$ cat src/rtl/flex_down_timer.sv
// Purpose : programmable down-counting timer with one-shot and periodic (auto-reload) modes.
// Latency : all outputs registered; count_out reflects load_val one edge after start.
// Backpres: none; count_enable low pauses the count, start restarts from any state.
//
// Ports:
//   clk, n_rst            - clock (rising edge) and asynchronous active-low reset
//   clear                 - synchronous return to IDLE, highest priority after reset
//   count_enable          - decrement qualifier
//   start, periodic,      - load request; mode and load value are sampled with start,
//   load_val                a zero load value is treated as no request
//   count_out             - remaining count
//   terminal_flag         - RUN with count_out == 1
//   expire                - one-cycle pulse per expiry
//   busy / done           - state == RUN / state == DONE
module flex_down_timer #(
  parameter int NUM_CNT_BITS = 4
) (
  input  logic                    clk,
  input  logic                    n_rst,
  input  logic                    clear,
  input  logic                    count_enable,
  input  logic                    start,
  input  logic                    periodic,
  input  logic [NUM_CNT_BITS-1:0] load_val,
  output logic [NUM_CNT_BITS-1:0] count_out,
  output logic                    terminal_flag,
  output logic                    expire,
  output logic                    busy,
  output logic                    done
);

  typedef enum logic [1:0] {
    IDLE = 2'd0,
    RUN  = 2'd1,
    DONE = 2'd2
  } state_t;

  localparam logic [NUM_CNT_BITS-1:0] CNT_ZERO = '0;
  localparam logic [NUM_CNT_BITS-1:0] CNT_ONE  = {{(NUM_CNT_BITS-1){1'b0}}, 1'b1};

  state_t                  state_q, state_d;
  logic [NUM_CNT_BITS-1:0] count_q, count_d;
  logic [NUM_CNT_BITS-1:0] reload_q, reload_d;
  logic                    mode_q, mode_d;
  logic                    expire_q, expire_d;
  logic                    term_q, busy_q, done_q;
  logic                    start_ok;

  // A zero load value would expire without ever counting, so it is not a request.
  assign start_ok = start && (load_val != CNT_ZERO);

  always_comb begin
    state_d  = state_q;
    count_d  = count_q;
    reload_d = reload_q;
    mode_d   = mode_q;
    expire_d = 1'b0;
    if (clear) begin
      state_d = IDLE;
      count_d = CNT_ZERO;
    end else if (start_ok) begin
      // Loading takes the whole cycle; no decrement even with count_enable high,
      // and a coincident expiry is swallowed by the restart.
      state_d  = RUN;
      count_d  = load_val;
      reload_d = load_val;
      mode_d   = periodic;
    end else if ((state_q == RUN) && count_enable) begin
      if (count_q > CNT_ONE) begin
        count_d = count_q - CNT_ONE;
      end else begin
        expire_d = 1'b1;
        if (mode_q) begin
          count_d = reload_q;
        end else begin
          count_d = CNT_ZERO;
          state_d = DONE;
        end
      end
    end
  end

  // Flags are derived from next-state values so they line up with count_out.
  always_ff @(posedge clk or negedge n_rst) begin
    if (!n_rst) begin
      state_q  <= IDLE;
      count_q  <= CNT_ZERO;
      reload_q <= CNT_ZERO;
      mode_q   <= 1'b0;
      expire_q <= 1'b0;
      term_q   <= 1'b0;
      busy_q   <= 1'b0;
      done_q   <= 1'b0;
    end else begin
      state_q  <= state_d;
      count_q  <= count_d;
      reload_q <= reload_d;
      mode_q   <= mode_d;
      expire_q <= expire_d;
      term_q   <= (state_d == RUN) && (count_d == CNT_ONE);
      busy_q   <= (state_d == RUN);
      done_q   <= (state_d == DONE);
    end
  end

  assign count_out     = count_q;
  assign terminal_flag = term_q;
  assign expire        = expire_q;
  assign busy          = busy_q;
  assign done          = done_q;

endmodule

$ cat config.mk
export PLATFORM = sky130hd
export DESIGN_NAME = flex_down_timer
export DESIGN_NICKNAME = d
export VERILOG_FILES = /design/src/rtl/flex_down_timer.sv
export SDC_FILE = /design/constraint.sdc
export NUM_CORES = 1
export LEC_CHECK = 0
export ABC_AREA = 0
export CAP_MARGIN = 20
export CELL_PAD_IN_SITES_DETAIL_PLACEMENT = 1
export CELL_PAD_IN_SITES_GLOBAL_PLACEMENT = 1
export CORE_UTILIZATION = 33
export DETAILED_ROUTE_END_ITERATION = 6
export GPL_TIMING_DRIVEN = 1
export MAX_ROUTING_LAYER = met4
export PLACE_DENSITY_LB_ADDON = 0.05
export SYNTH_ARGS = -nofsm -noshare
export SYNTH_HDL_FRONTEND = slang
export SYNTH_SLANG_ARGS = --single-unit
$ cat constraint.sdc
create_clock -name clk -period 1.78 [get_ports clk]
set_clock_uncertainty 0.15 [all_clocks]
set_input_delay 0.356 -clock clk [delete_from_list [all_inputs] [get_ports clk]]
set_output_delay 0.356 -clock clk [all_outputs]
set_load 0.05 [all_outputs]
==> flow_summary.ini <==
[sta]
tightestPinTransition_ns = 0.435
setup_viol = 2
hold_viol = 0
worst_slack_ns = -0.113
min_period_ns = 1.89
hold_slack_ns = 0.204
max_clock_freq_ghz = 0.528
maxSlewHeadroom_pct = 71.0
rsz0062_at_grt = yes
final-max-slew-violation-count = 0
fin_crit_sh_pct = 106

[cts]
clkLatencyLatePin_ns = 0.30
path_clk_slew_ns = 0.10
clockBufferDepth = 2
cts_root_buf = clkbuf_4
htreeDepth = 1
numCtsBuffers = 3
hold_buffers = 0
clkSinkCount = 15
cts_tree = done

[routing]
wl_um = 2620
detail-route-antenna-nets = 0
dr.pass1.iters = 4
vias = 790
wl_per_cell_um = 17.6
drt_iter0_markers = 7
drc_errors = 0
routed_via_density = 5.30

[placed_design]
placed_area_um2 = 1240
place.gp.congestion = 0.751
place_ws_ns = -0.440
io_buffers = 17
dp_hpwl_um = 1850

[finish]
layout_common_cells = 29 x buf_4, 13 x dfrtp_1, 5 x nand2_1, 5 x clkdlybuf4s50_1, 5 x buf_12
num_antenna_cells = 0
final_common_cell = buf_4
num-fill-cells = 231
drive_gt1_share_pct = 57.0
final_util_pct = 64.8
area_delta_synth_final_pct = 83.4
final_area_um2 = 1450
fin_nets = 134

[critical_path]
critPathKind = flip-flop to flip-flop
worstPathMaxFanout = 6
critPathRequiredTime_ns = 1.83
r2r_cells = 7
regToRegEndpoint = terminal_flag$_DFF_PN0_
regToRegSetupSlack_ns = -0.11
r2r_start = count_out[0]$_DFF_PN0_
end_kind = flip-flop
cp.arrival_ns = 1.94
start_kind = flip-flop

[power_and_ir_drop]
p_seq_share_pct = 39.9
p_sw_mw = 0.358
intPower_mw = 0.659
p_comb_share_pct = 38.7
ir_drop_v = 0.000701
leakagePower_nw = 0.666
pwr_density_cell_nw_per_um2 = 702
p_clk_share_pct = 21.4
finalPower_mw = 1.02
netSwitchingFraction_pct = 35.2

[global_routing]
antenna_found_initial = 0
grt_pass1_vias = 825
grt_max_degree = 16
grt_pass1_wl_um = 3810
overflow = 0
grtUsageTotal_pct = 21.1

[synthesis]
synth_ff_type = dfrtp_1
synth_seq_cells = 15
synthCells = 73
async_flop_share_pct = 100
seq_area_frac_synth_pct = 47.5
yosysUniqueCellTypes = 35
syn_nets = 85
synth-edff-count = 0
syn_area_um2 = 790
yosys_warnings = 0
syn_area_per_cell_um2 = 10.8

[die]
die_area_um2 = 2590
rows = 17
boundaryPins = 18
core_um2 = 2230
die_y_um = 50.9
initial_core_util_pct = 35.4
die_w_um = 50.9

[hold_path]
hold_class = input port to async pin

[job]
maxCapViolCount = 0

[outcome]
status = finished with violations
violations = setup timing
layer usage:
layer  wire length, um  track usage [%]
met2              1350             34.9
met1              1180             26.2
met4                40             8.33
met5                 0                -
met3                55             2.68
worst max-delay path by stage:
stage / start / to / depth (start not counted)
after floorplan: count_out[0]$_DFF_PN0_ / terminal_flag$_DFF_PN0_ / 7
after global placement: load_val[3] / terminal_flag$_DFF_PN0_ / 6
after detailed placement: load_val[3] / terminal_flag$_DFF_PN0_ / 6
after CTS: count_out[0]$_DFF_PN0_ / terminal_flag$_DFF_PN0_ / 6
after global routing: count_out[0]$_DFF_PN0_ / terminal_flag$_DFF_PN0_ / 7
final: count_out[0]$_DFF_PN0_ / terminal_flag$_DFF_PN0_ / 7
cells in the mapped netlist (2+ instances only):
master | count | area (um^2)
dfrtp_1 | 15 | 375
nand2_1 | 7 | 26.3
nor2_1 | 6 | 22.5
a21oi_1 | 4 | 20.0
inv_1 | 3 | 11.3
mux2_2 | 3 | 33.8
a22o_1 | 2 | 17.5
ha_1 | 2 | 25.0
nand2b_1 | 2 | 12.5
nor2b_1 | 2 | 12.5
nor3_1 | 2 | 10.0
nor4_1 | 2 | 12.5
flip-flops by register name, indices dropped and copies added, names as in the netlist:
signal	flops
state_q	2
terminal_flag	1
reload_q	4
busy	1
done	1
count_out	4
mode_q	1
expire	1
power by group through the flow:
stage | sequential, mW | combinational (mW) | clock, mW
6_report | 0.406 | 0.393 | 0.218
4_1_cts | 0.402 | 0.367 | 0.223
2_1_floorplan | 0.443 | 0.132 | 0
3_5_place_dp | 0.409 | 0.332 | 0
5_1_grt | 0.412 | 0.415 | 0.233
3_3_place_gp | 0.406 | 0.325 | 0
worst max-delay path, stage by stage, from the launching register on:
cell and delay, ns:
dfrtp_2 0.45, inv_2 0.09, ha_4 0.19, buf_6 0.11
o21ai_4 0.06, a311o_1 0.33, a22o_2 0.25, nor4b_2 0.15
cells by family (layout without fill, tap and decap cells):
kind of cell,count (synthesis),in the layout,synth area share (%)
adders and majority gates,2,2,3.17
and+or+nand+nor,29,29,23.1
DFF,15,15,47.5
AOI/OAI and AO/OA,20,20,20.0
muxes,3,3,4.28
buffers and inverters,4,52,1.90
metrics by stage:
| step | TNS (ns) | std cells |
|---|---|---|
| final | -0.166 | 149 |
| after global routing | -0.311 | 149 |
| after CTS | -0.215 | 145 |
| after detailed placement | -4.32 | 139 |
| after global placement | -4.02 | 139 |
| after floorplan | -0.161 | 73 |
cell type report:
class                      instances  area [um^2]  share of cell area, %
inverter                           3         11.3                  0.778
clock buffer                       3         22.5                   1.56
timing repair buffer              45          440                   30.4
tap                               28         35.0                   2.42
multi-input combinational         54          553                   38.2
clock inverter                     1         7.51                  0.519
sequential                        15          378                   26.1
repair_timing:
action / CTS / global route
gates resized for setup: 12 / 11
endpoints found under the setup margin: 6 / 8
endpoints found under the hold margin: 0 / 0
buffers inserted: 2 / 4
pin swaps: 8 / 4
No activity file was read; power rests on OpenSTA's default activity.
